[src/rtl/dsp_audio_pkg.sv]
// Shared audio definitions for the S-DSP output path: frame timing constants,
// the stereo sample pair and the I2S word-select helper.
package dsp_audio_pkg;

    localparam int unsigned SAMPLE_WIDTH     = 16;
    localparam int unsigned CLOCKS_PER_FRAME = 4 * SAMPLE_WIDTH;
    localparam int unsigned FRAME_LOAD_CYC   = CLOCKS_PER_FRAME - 1;
    localparam int unsigned CYC_WIDTH        = $clog2(CLOCKS_PER_FRAME);
    localparam int unsigned SLOT_WIDTH       = CYC_WIDTH - 1;

    typedef struct packed {
        logic [SAMPLE_WIDTH-1:0] l;
        logic [SAMPLE_WIDTH-1:0] r;
    } stereo_sample_t;

    typedef enum logic {
        CH_LEFT  = 1'b0,
        CH_RIGHT = 1'b1
    } channel_t;

    // Word select is judged on the following slot so LRCK leads the MSB by one bit.
    function automatic channel_t slot_channel(input logic [SLOT_WIDTH-1:0] slot);
        logic [SLOT_WIDTH-1:0] next_slot;
        next_slot = slot + 1'b1;
        return next_slot[SLOT_WIDTH-1] ? CH_RIGHT : CH_LEFT;
    endfunction

endpackage

[src/rtl/dsp_sample_fifo.sv]
// Small synchronous FIFO for stereo pairs; a pop and a push in the same cycle
// are resolved pop-first so a full FIFO can still accept the incoming word.
module dsp_sample_fifo #(
    parameter int unsigned DEPTH = 2,
    parameter int unsigned WIDTH = 32,
    localparam int unsigned LW = $clog2(DEPTH + 1),
    localparam int unsigned AW = (DEPTH > 1) ? $clog2(DEPTH) : 1
) (
    input  logic             clock,
    input  logic             reset,
    input  logic             flush,
    input  logic             push,
    input  logic [WIDTH-1:0] push_data,
    input  logic             pop,
    output logic [WIDTH-1:0] pop_data,
    output logic             full,
    output logic             empty,
    output logic [LW-1:0]    level
);

    logic [WIDTH-1:0] mem [DEPTH];
    logic [AW-1:0]    rd_ptr;
    logic [AW-1:0]    wr_ptr;
    logic [LW-1:0]    count;
    logic             do_pop;
    logic             do_push;

    function automatic logic [AW-1:0] next_ptr(input logic [AW-1:0] ptr);
        return (ptr == AW'(DEPTH - 1)) ? '0 : ptr + 1'b1;
    endfunction

    always_comb begin
        empty    = (count == '0);
        full     = (count == LW'(DEPTH));
        do_pop   = pop && !empty;
        do_push  = push && (!full || do_pop);
        pop_data = mem[rd_ptr];
        level    = count;
    end

    always_ff @(posedge clock) begin
        if (do_push) begin
            mem[wr_ptr] <= push_data;
        end
    end

    always_ff @(posedge clock) begin
        if (!reset || flush) begin
            rd_ptr <= '0;
            wr_ptr <= '0;
            count  <= '0;
        end else begin
            if (do_push) begin
                wr_ptr <= next_ptr(wr_ptr);
            end
            if (do_pop) begin
                rd_ptr <= next_ptr(rd_ptr);
            end
            count <= count + LW'(do_push) - LW'(do_pop);
        end
    end

endmodule

[src/rtl/dsp_i2s_tx.sv]
// I2S transmitter for the S-DSP stereo output: buffers {L,R} pairs and
// serialises one pair per 64-clock frame, MSB first with a one-bit LRCK lead.
module dsp_i2s_tx #(
    parameter int unsigned SAMPLE_WIDTH     = dsp_audio_pkg::SAMPLE_WIDTH,
    parameter int unsigned FIFO_DEPTH       = 2,
    parameter int unsigned CLOCKS_PER_FRAME = dsp_audio_pkg::CLOCKS_PER_FRAME
) (
    input  logic                              clock,
    input  logic                              reset,
    input  logic                              enable,
    input  logic                              sample_valid,
    input  logic [SAMPLE_WIDTH-1:0]           sample_l,
    input  logic [SAMPLE_WIDTH-1:0]           sample_r,
    input  logic                              clear_flags,
    output logic                              i2s_bclk,
    output logic                              i2s_lrck,
    output logic                              i2s_sdata,
    output logic [$clog2(FIFO_DEPTH+1)-1:0]   fifo_level,
    output logic                              underrun,
    output logic                              overflow
);

    import dsp_audio_pkg::*;

    localparam logic [SLOT_WIDTH-1:0] SLOT_MSB = '1;

    logic [CYC_WIDTH-1:0]  cyc;
    logic [SLOT_WIDTH-1:0] slot;
    logic                  frame_load;
    logic                  primed;
    stereo_sample_t        shift;
    stereo_sample_t        push_pair;
    stereo_sample_t        pop_pair;
    logic                  fifo_full;
    logic                  fifo_empty;
    logic                  fifo_pop;
    logic                  push_taken;
    logic                  underrun_set;
    logic                  overflow_set;

    always_comb begin
        slot         = cyc[CYC_WIDTH-1:1];
        frame_load   = enable && (cyc == CYC_WIDTH'(FRAME_LOAD_CYC));
        fifo_pop     = frame_load && !fifo_empty;
        push_pair    = '{l: sample_l, r: sample_r};
        push_taken   = enable && sample_valid && (!fifo_full || fifo_pop);
        underrun_set = frame_load && fifo_empty && primed;
        // Full implies non-empty, so a load this cycle always frees a slot.
        overflow_set = enable && sample_valid && fifo_full && !fifo_pop;
    end

    dsp_sample_fifo #(
        .DEPTH (FIFO_DEPTH),
        .WIDTH ($bits(stereo_sample_t))
    ) u_fifo (
        .clock     (clock),
        .reset     (reset),
        .flush     (!enable),
        .push      (sample_valid),
        .push_data (push_pair),
        .pop       (fifo_pop),
        .pop_data  (pop_pair),
        .full      (fifo_full),
        .empty     (fifo_empty),
        .level     (fifo_level)
    );

    always_ff @(posedge clock) begin
        if (!reset) begin
            cyc       <= '0;
            shift     <= '0;
            primed    <= 1'b0;
            i2s_bclk  <= 1'b0;
            i2s_lrck  <= 1'b0;
            i2s_sdata <= 1'b0;
            underrun  <= 1'b0;
            overflow  <= 1'b0;
        end else begin
            underrun <= underrun_set || (underrun && !clear_flags);
            overflow <= overflow_set || (overflow && !clear_flags);

            if (!enable) begin
                cyc       <= '0;
                shift     <= '0;
                primed    <= 1'b0;
                i2s_bclk  <= 1'b0;
                i2s_lrck  <= 1'b0;
                i2s_sdata <= 1'b0;
            end else begin
                cyc       <= cyc + 1'b1;
                i2s_bclk  <= cyc[0];
                i2s_lrck  <= (slot_channel(slot) == CH_RIGHT);
                i2s_sdata <= shift[SLOT_MSB - slot];
                if (frame_load) begin
                    shift <= fifo_empty ? '0 : pop_pair;
                end
                if (push_taken) begin
                    primed <= 1'b1;
                end
            end
        end
    end

endmodule

[config.mk]
export PLATFORM = sky130hd
export DESIGN_NAME = dsp_i2s_tx
export DESIGN_NICKNAME = d
export VERILOG_FILES = /design/src/rtl/dsp_audio_pkg.sv /design/src/rtl/dsp_sample_fifo.sv /design/src/rtl/dsp_i2s_tx.sv
export SDC_FILE = /design/constraint.sdc
export NUM_CORES = 1
export LEC_CHECK = 0
export CAP_MARGIN = 25
export CORE_ASPECT_RATIO = 2
export CORE_MARGIN = 4
export CORE_UTILIZATION = 40
export DETAILED_ROUTE_END_ITERATION = 10
export PLACE_DENSITY_LB_ADDON = 0.05
export SYNTH_ARGS = -nofsm -noshare
export SYNTH_HDL_FRONTEND = slang
export SYNTH_HIERARCHICAL = 1
export SYNTH_SLANG_ARGS = --single-unit
export TNS_END_PERCENT = 10
[constraint.sdc]
create_clock -name clock -period 3.7 [get_ports clock]
set_input_delay 0.74 -clock clock [delete_from_list [all_inputs] [get_ports clock]]
set_output_delay 0.74 -clock clock [all_outputs]
set_load 0.02 [all_outputs]
; ---- Word level (Yosys, flattened, before mapping)
; Memory sizes are Yosys's and may differ from the RTL's. A register that Yosys moved wholly into a read port is not among the register bits.
; Cells that the tools add are included.
[word_totals]
ff_bits = 48
word_cells = 58
ram_bits = 64
out_inout_bits = 7
mem_count = 1
in_bits = 37
[classes]
eq_ne = 2
reduce_logical = 25
magnitude_cmp = 1
add_sub_neg = 7
muxes = 10
[mem_list]
columns = name, depth, width, read_ports, rd_ports_with_merged_regs, write_ports, line_no
row1 = u_fifo.mem, 2, 32, 1, 1, 1, dsp_sample_fifo.sv:21  ; logic [WIDTH-1:0] mem [DEPTH];
[ops]
columns = operator, count
row1 = 2-to-1 mux 32 bit, 1
row2 = logical AND 1 bit, 12
row3 = 2-to-1 mux 1 bit, 8
row4 = adder 6 x 1 -> 6 bit (second input constant), 1
row5 = equality test 6 bit (second input constant), 1
row6 = logical NOT 1 bit, 6
row7 = less-than comparator 5 x 6 -> 1 bit (second input constant), 1
row8 = adder 5 x 1 -> 5 bit (second input constant), 1
row9 = binary-select mux 1 bit (select 5 bit), 1
row10 = logical OR 1 bit, 5
row11 = subtractor 5 bit (first input constant), 1
row12 = adder 1 bit (second input constant), 2
row13 = adder 2 x 1 -> 2 bit, 1
row14 = equality test 2 bit (second input constant), 1
row15 = logical NOT 2 bit, 1
row16 = AND reduction 2 bit, 1
row17 = subtractor 2 x 1 -> 2 bit, 1

; ---- Logic depth before layout (Yosys ltp)
[logic_depth]
depth_word = 8
depth_mapped = 13
ltp_nobuf = 11

; ---- By module
; The synthesis kept the hierarchy.
[modules_own_cells]
columns = module, area_each_um2, seq_area_each_um2, n_inst, cells_each
row1 = dsp_sample_fifo, 2556.2, 2021.9, 1, 132
row2 = dsp_i2s_tx, 1983.2, 880.8, 1, 214

; ---- Worst setup path after synthesis
; No wires, ideal clock.
[synth_path]
kind = input to register
startpoint = input enable
endpoint = memory u_fifo.mem[0][0], enable pin
n_path_buf = 2
setup_slack_ns = 0.052
required_ns = 3.279
stages = 7
t_arrival_ns = 3.227
setup_time_ns = 0.421
path_cell_list = nand3_1 > or2_2 > clkbuf_1 > clkbuf_1 > nor2_1 > o21ai_0 > nor2_1
[synth_via]
elab_chain_len = 7
[synth_rtl]
columns = item, line_no
row1 = from (decl), dsp_i2s_tx.sv:10  ; input logic enable,
row2 = logical AND 1 bit, dsp_i2s_tx.sv:43  ; frame_load = enable && (cyc == CYC_WIDTH'(FRAME_LOAD_CYC));
row3 = logical AND 1 bit, dsp_i2s_tx.sv:44  ; fifo_pop = frame_load && !fifo_empty;
row4 = named net fifo_pop, dsp_i2s_tx.sv:36  ; logic fifo_pop;
row5 = logical AND 1 bit, dsp_sample_fifo.sv:35  ; do_pop = pop && !empty;
row6 = logical OR 1 bit, dsp_sample_fifo.sv:36  ; do_push = push && (!full || do_pop);
row7 = logical AND 1 bit, dsp_sample_fifo.sv:36
row8 = 2-to-1 mux 1 bit, dsp_sample_fifo.sv:42  ; if (do_push) begin
row9 = 2-to-1 mux 1 bit (not written as such), dsp_sample_fifo.sv:43  ; mem[wr_ptr] <= push_data;
row10 = to (decl), dsp_sample_fifo.sv:21
; The timed path passes the listed nets, and every way through them passes these cells.

; ---- Worst setup path in the final report
[layout_path]
startpoint = input enable
endpoint = register u_fifo.count[1], in the netlist u_fifo/level[1]
[layout_via]
elab_chain_len = 7
word_cells_on_any_way = 9
cone_classes = add/sub (2) / reduce/logical (7)
[layout_rtl]
columns = item, line_no
row1 = logical AND 1 bit (*), dsp_i2s_tx.sv:43
row2 = logical AND 1 bit (*), dsp_i2s_tx.sv:44
row3 = named net fifo_pop, dsp_i2s_tx.sv:36
row4 = logical AND 1 bit (*), dsp_sample_fifo.sv:35
row5 = logical OR 1 bit, dsp_sample_fifo.sv:36
row6 = logical AND 1 bit, dsp_sample_fifo.sv:36
row7 = adder 2 x 1 -> 2 bit, dsp_sample_fifo.sv:59  ; count <= count + LW'(do_push) - LW'(do_pop);
row8 = subtractor 2 x 1 -> 2 bit (*), dsp_sample_fifo.sv:59
row9 = to (signal assigned), dsp_sample_fifo.sv:59
row10 = to (decl), dsp_sample_fifo.sv:24  ; logic [LW-1:0] count;
; The timed path passes the listed nets; every way through them passes the cells marked *.
; A chain may end at the register's enable or synchronous reset.

==> impl_metrics.tcl <==
set metrics [dict create \
    ant_nets 0 \
    numCtsBuffers 17 \
    first_global_vias 2897 \
    final_cells 552 \
    seq_area_um2 2903 \
    synth_top_area_cell "edfxtp_1" \
    leakagePower_nw 1.941 \
    antenna-diode-count 0 \
    sequentialPowerShare 0.433 \
    crit_chain "clkdlybuf4s50_1 > nand3_1 > or2_2 > nor2_1 > nand3_1 > o21ai_0 > nor2_1 > ha_1 > xor2_1 > or3_1 > a21oi_1" \
    clk_latency_ns 0.40 \
    cts_tree "built" \
    initial_utilization 0.4122 \
    synth_top_area_frac 0.4234 \
    cp_slowest_cell "clkdlybuf4s50_1" \
    worstPathArrival_ns 3.13 \
    core_area_um2 11010 \
    swShare 0.1973 \
    slew_headroom 0.4101 \
    netlist_area_um2 4539 \
    synth_xor_area_frac 0.01544 \
    die_h_um 158.7 \
    first_pass_iters 4 \
    status "completed" \
    fill_cells 953 \
    fmax_mhz 355.8 \
    drt-total-wl_mm 9.130 \
    vias_per_cell 4.996 \
    switching_power_uw 626.8 \
    synthDistinctLibCells 36 \
    worst_pin_slew_ns 0.8837 \
    synthesis.nets 385 \
    nNetsFinal 438 \
    numPortBuffers 43 \
    powerDensity_nw_per_um2 549.8 \
    hold_buffers 0 \
    p_int_mw 2.551 \
    cp-start-kind "primary input" \
    critPathRequiredTime_ns 4.02 \
    grt_remaining_overflow 0 \
    yosys.area_share.simple 0.1240 \
    setup_viol 0 \
    layout-drive-gt1-share 0.2063 \
    grt_util_all_layers 0.1458 \
    share_comb_of_total_power 0.039 \
    critical_path_class "primary input to flop" \
    cts_sinks 113 \
    finalInstanceArea_um2 5779 \
    synth-warning-count 6 \
    rows 54 \
    seq_area_frac_synth 0.6395 \
    area_growth_syn_to_layout_pct 27.32 \
    critPathMaxStageDelay_ns 0.62 \
    grt_max_degree 35 \
    die_x_um 83.33 \
    cap_violations 0 \
    yosys-top-cells-area "edfxtp_1 42%, dfxtp_1 22%, mux2_2 7.9%" \
    grt_setup_unrepaired "false" \
    ys_seq_elements 113 \
    clkSlewWorstSetupHoldPaths_ns 0.05 \
    dp_hpwl_mm 5.916 \
    fin_worst_skew_ns 0.009490 \
    yosys-mux-area-fraction 0.1315 \
    synth.avg_cell_area_um2 13.12 \
    route.detailed.drc 0 \
    design.die.area_um2 13220 \
    placed_cells 520 \
    path_max_fanout 8 \
    dpl_cell_area_um2 5161 \
    total_power_mw 3.177 \
    gp_congestion 0.7787 \
    ctsLongestPathBuffers 2 \
    cts_setup_buffers 0 \
    first_iter_violations 107 \
    multi_input_area_um2 1524 \
    hp-class "flop to flop" \
    clkPwrFrac 0.528 \
    slew_violations 0 \
    wl_per_cell_um 16.54 \
    antenna_found_initial 0 \
    ctsHtreeMaxLevel 4 \
    syn_inst 346 \
    peakVddDrop_v 0.0004501 \
    synth_compound_area_frac 0.05761 \
    cts-root-buf "clkbuf_16" \
    finalSetupTns_ns 0 \
    cts_resized 0 \
    io_pins 44 \
    synth_top_family_by_area "multiplexers" \
    cp-end-kind "flop" \
    synth_fa_ha_area_frac 0.005513 \
    period_share 0.7595 \
    fin_crit_ns 2.810 \
    grt_pass1_wl_mm 14.65 \
    num_vias 2758 \
    hold_viol 0 \
]
## state kept, by name (all words and copies together), names as in the netlist, named ones only
name,count
underrun,1
overflow,1
cyc,6
i2s_bclk,1
primed,1
i2s_lrck,1
u_fifo/mem,64
i2s_sdata,1
u_fifo/rd_ptr,1
u_fifo/level,2
shift,32
u_fifo/wr_ptr,1
## layer usage
| metal | GRT usage | routed length [um] | up-vias |
|---|---|---|---|
| met5 | 0 | 0 | - |
| met4 | 0.06080 | 126 | 0 |
| met3 | 0.04195 | 254 | 8 |
| met2 | 0.2806 | 5288 | 40 |
| met1 | 0.1443 | 3461 | 1336 |
| li1 | - | - | 1374 |
## area by class of cell
type / instances / share of cell area
flip-flops and latches: 113 / 0.5023
multi-input cells: 206 / 0.2637
repair buffers: 56 / 0.09353
clock buffers: 17 / 0.07361
clock inverters: 15 / 0.03334
well taps: 140 / 0.03031
inverters: 5 / 0.003247
## layout by cell type (no fill, tap or decap), types with 2 or more instances in the layout
cell,Yosys,routed
buf_4,0,12
nand4_1,2,2
nand2b_1,3,3
mux2i_1,3,3
inv_1,5,5
a21oi_1,33,33
clkbuf_16,0,17
o21ai_0,3,3
mux2_2,32,32
clkinvlp_4,0,7
xnor2_1,2,2
mux4_1,7,7
edfxtp_1,64,64
nor2_1,19,16
clkdlybuf4s50_1,0,43
nand3b_1,33,33
xor2_1,6,6
nand2_1,35,35
and3_1,2,2
a31oi_1,2,2
nor2_2,0,3
nand3_1,5,5
nor2b_1,2,2
or2_2,3,3
ha_1,2,2
mux2_1,2,2
dfxtp_1,49,49
bufinv_16,0,4
clkinv_2,0,4
## power by group through the flow
stage	Combinational [mW]	Sequential (mW)	Clock, mW
2_1_floorplan	0.0535	1.40	0
3_3_place_gp	0.125	1.40	0
3_5_place_dp	0.126	1.40	0
4_1_cts	0.127	1.37	1.72
5_1_grt	0.135	1.38	1.78
6_report	0.124	1.37	1.68
## cell usage after synthesis (all sizes together)
cell and count:
nor2b 2, or2 3, nor2 19, and3 2, nand4 2, a311oi 1
buf 11, edfxtp 64, a32oi 1, nand2 35, dfxtp 49, a31oi 2
inv 5, o2bb2ai 1, mux2 34, xnor2 2, mux2i 3, xor2 6
clkbuf 11, o211ai 1, ha 2, a221o 1, o31ai 1, mux4 7
or3 1, and2 1, o21ai 4, nand2b 3, nand3 5, nand3b 33
a21oi 34
## logic make-up (layout without fill, tap and decap cells)
group | Yosys count | after routing
muxes | 44 | 44
buffers and inverters | 27 | 93
and+or+nand+nor | 106 | 106
xor gates and xnor gates | 8 | 8
AOI/OAI and AO/OA | 46 | 46
adders and majority gates | 2 | 2
DFF | 113 | 113
## worst max-delay path: cells and delay by family
kind / cells / cell delay, ns
AOI/OAI and AO/OA: 2 / 0.24
xor gates and xnor gates: 1 / 0.14
buffers and inverters: 1 / 0.62
and+or+nand+nor: 6 / 1.20
adders and majority gates: 1 / 0.18
## final timing paths
path / end / slack (ns) / cells after the start / from
hold reg to reg: shift[28] / 0.45 / 2 / shift[28]
setup reg to reg: u_fifo/level[1] / 1.12 / 12 / cyc[1]
setup / recovery: u_fifo/level[1] / 0.89 / 11 / enable
hold / removal: shift[28] / 0.45 / 2 / shift[28]
## through the flow
step,hold slack (ns),setup slack [ns],utilization
finish,0.4476,0.8898,0.5248
global route,0.4660,0.7477,0.5248
CTS,0.4479,0.8914,0.5248
detailed placement,0.4420,0.4903,0.4686
global placement,0.4380,0.5683,0.4686
floorplan,0.4258,0.05181,-
(Power assumes the default switching activity.)
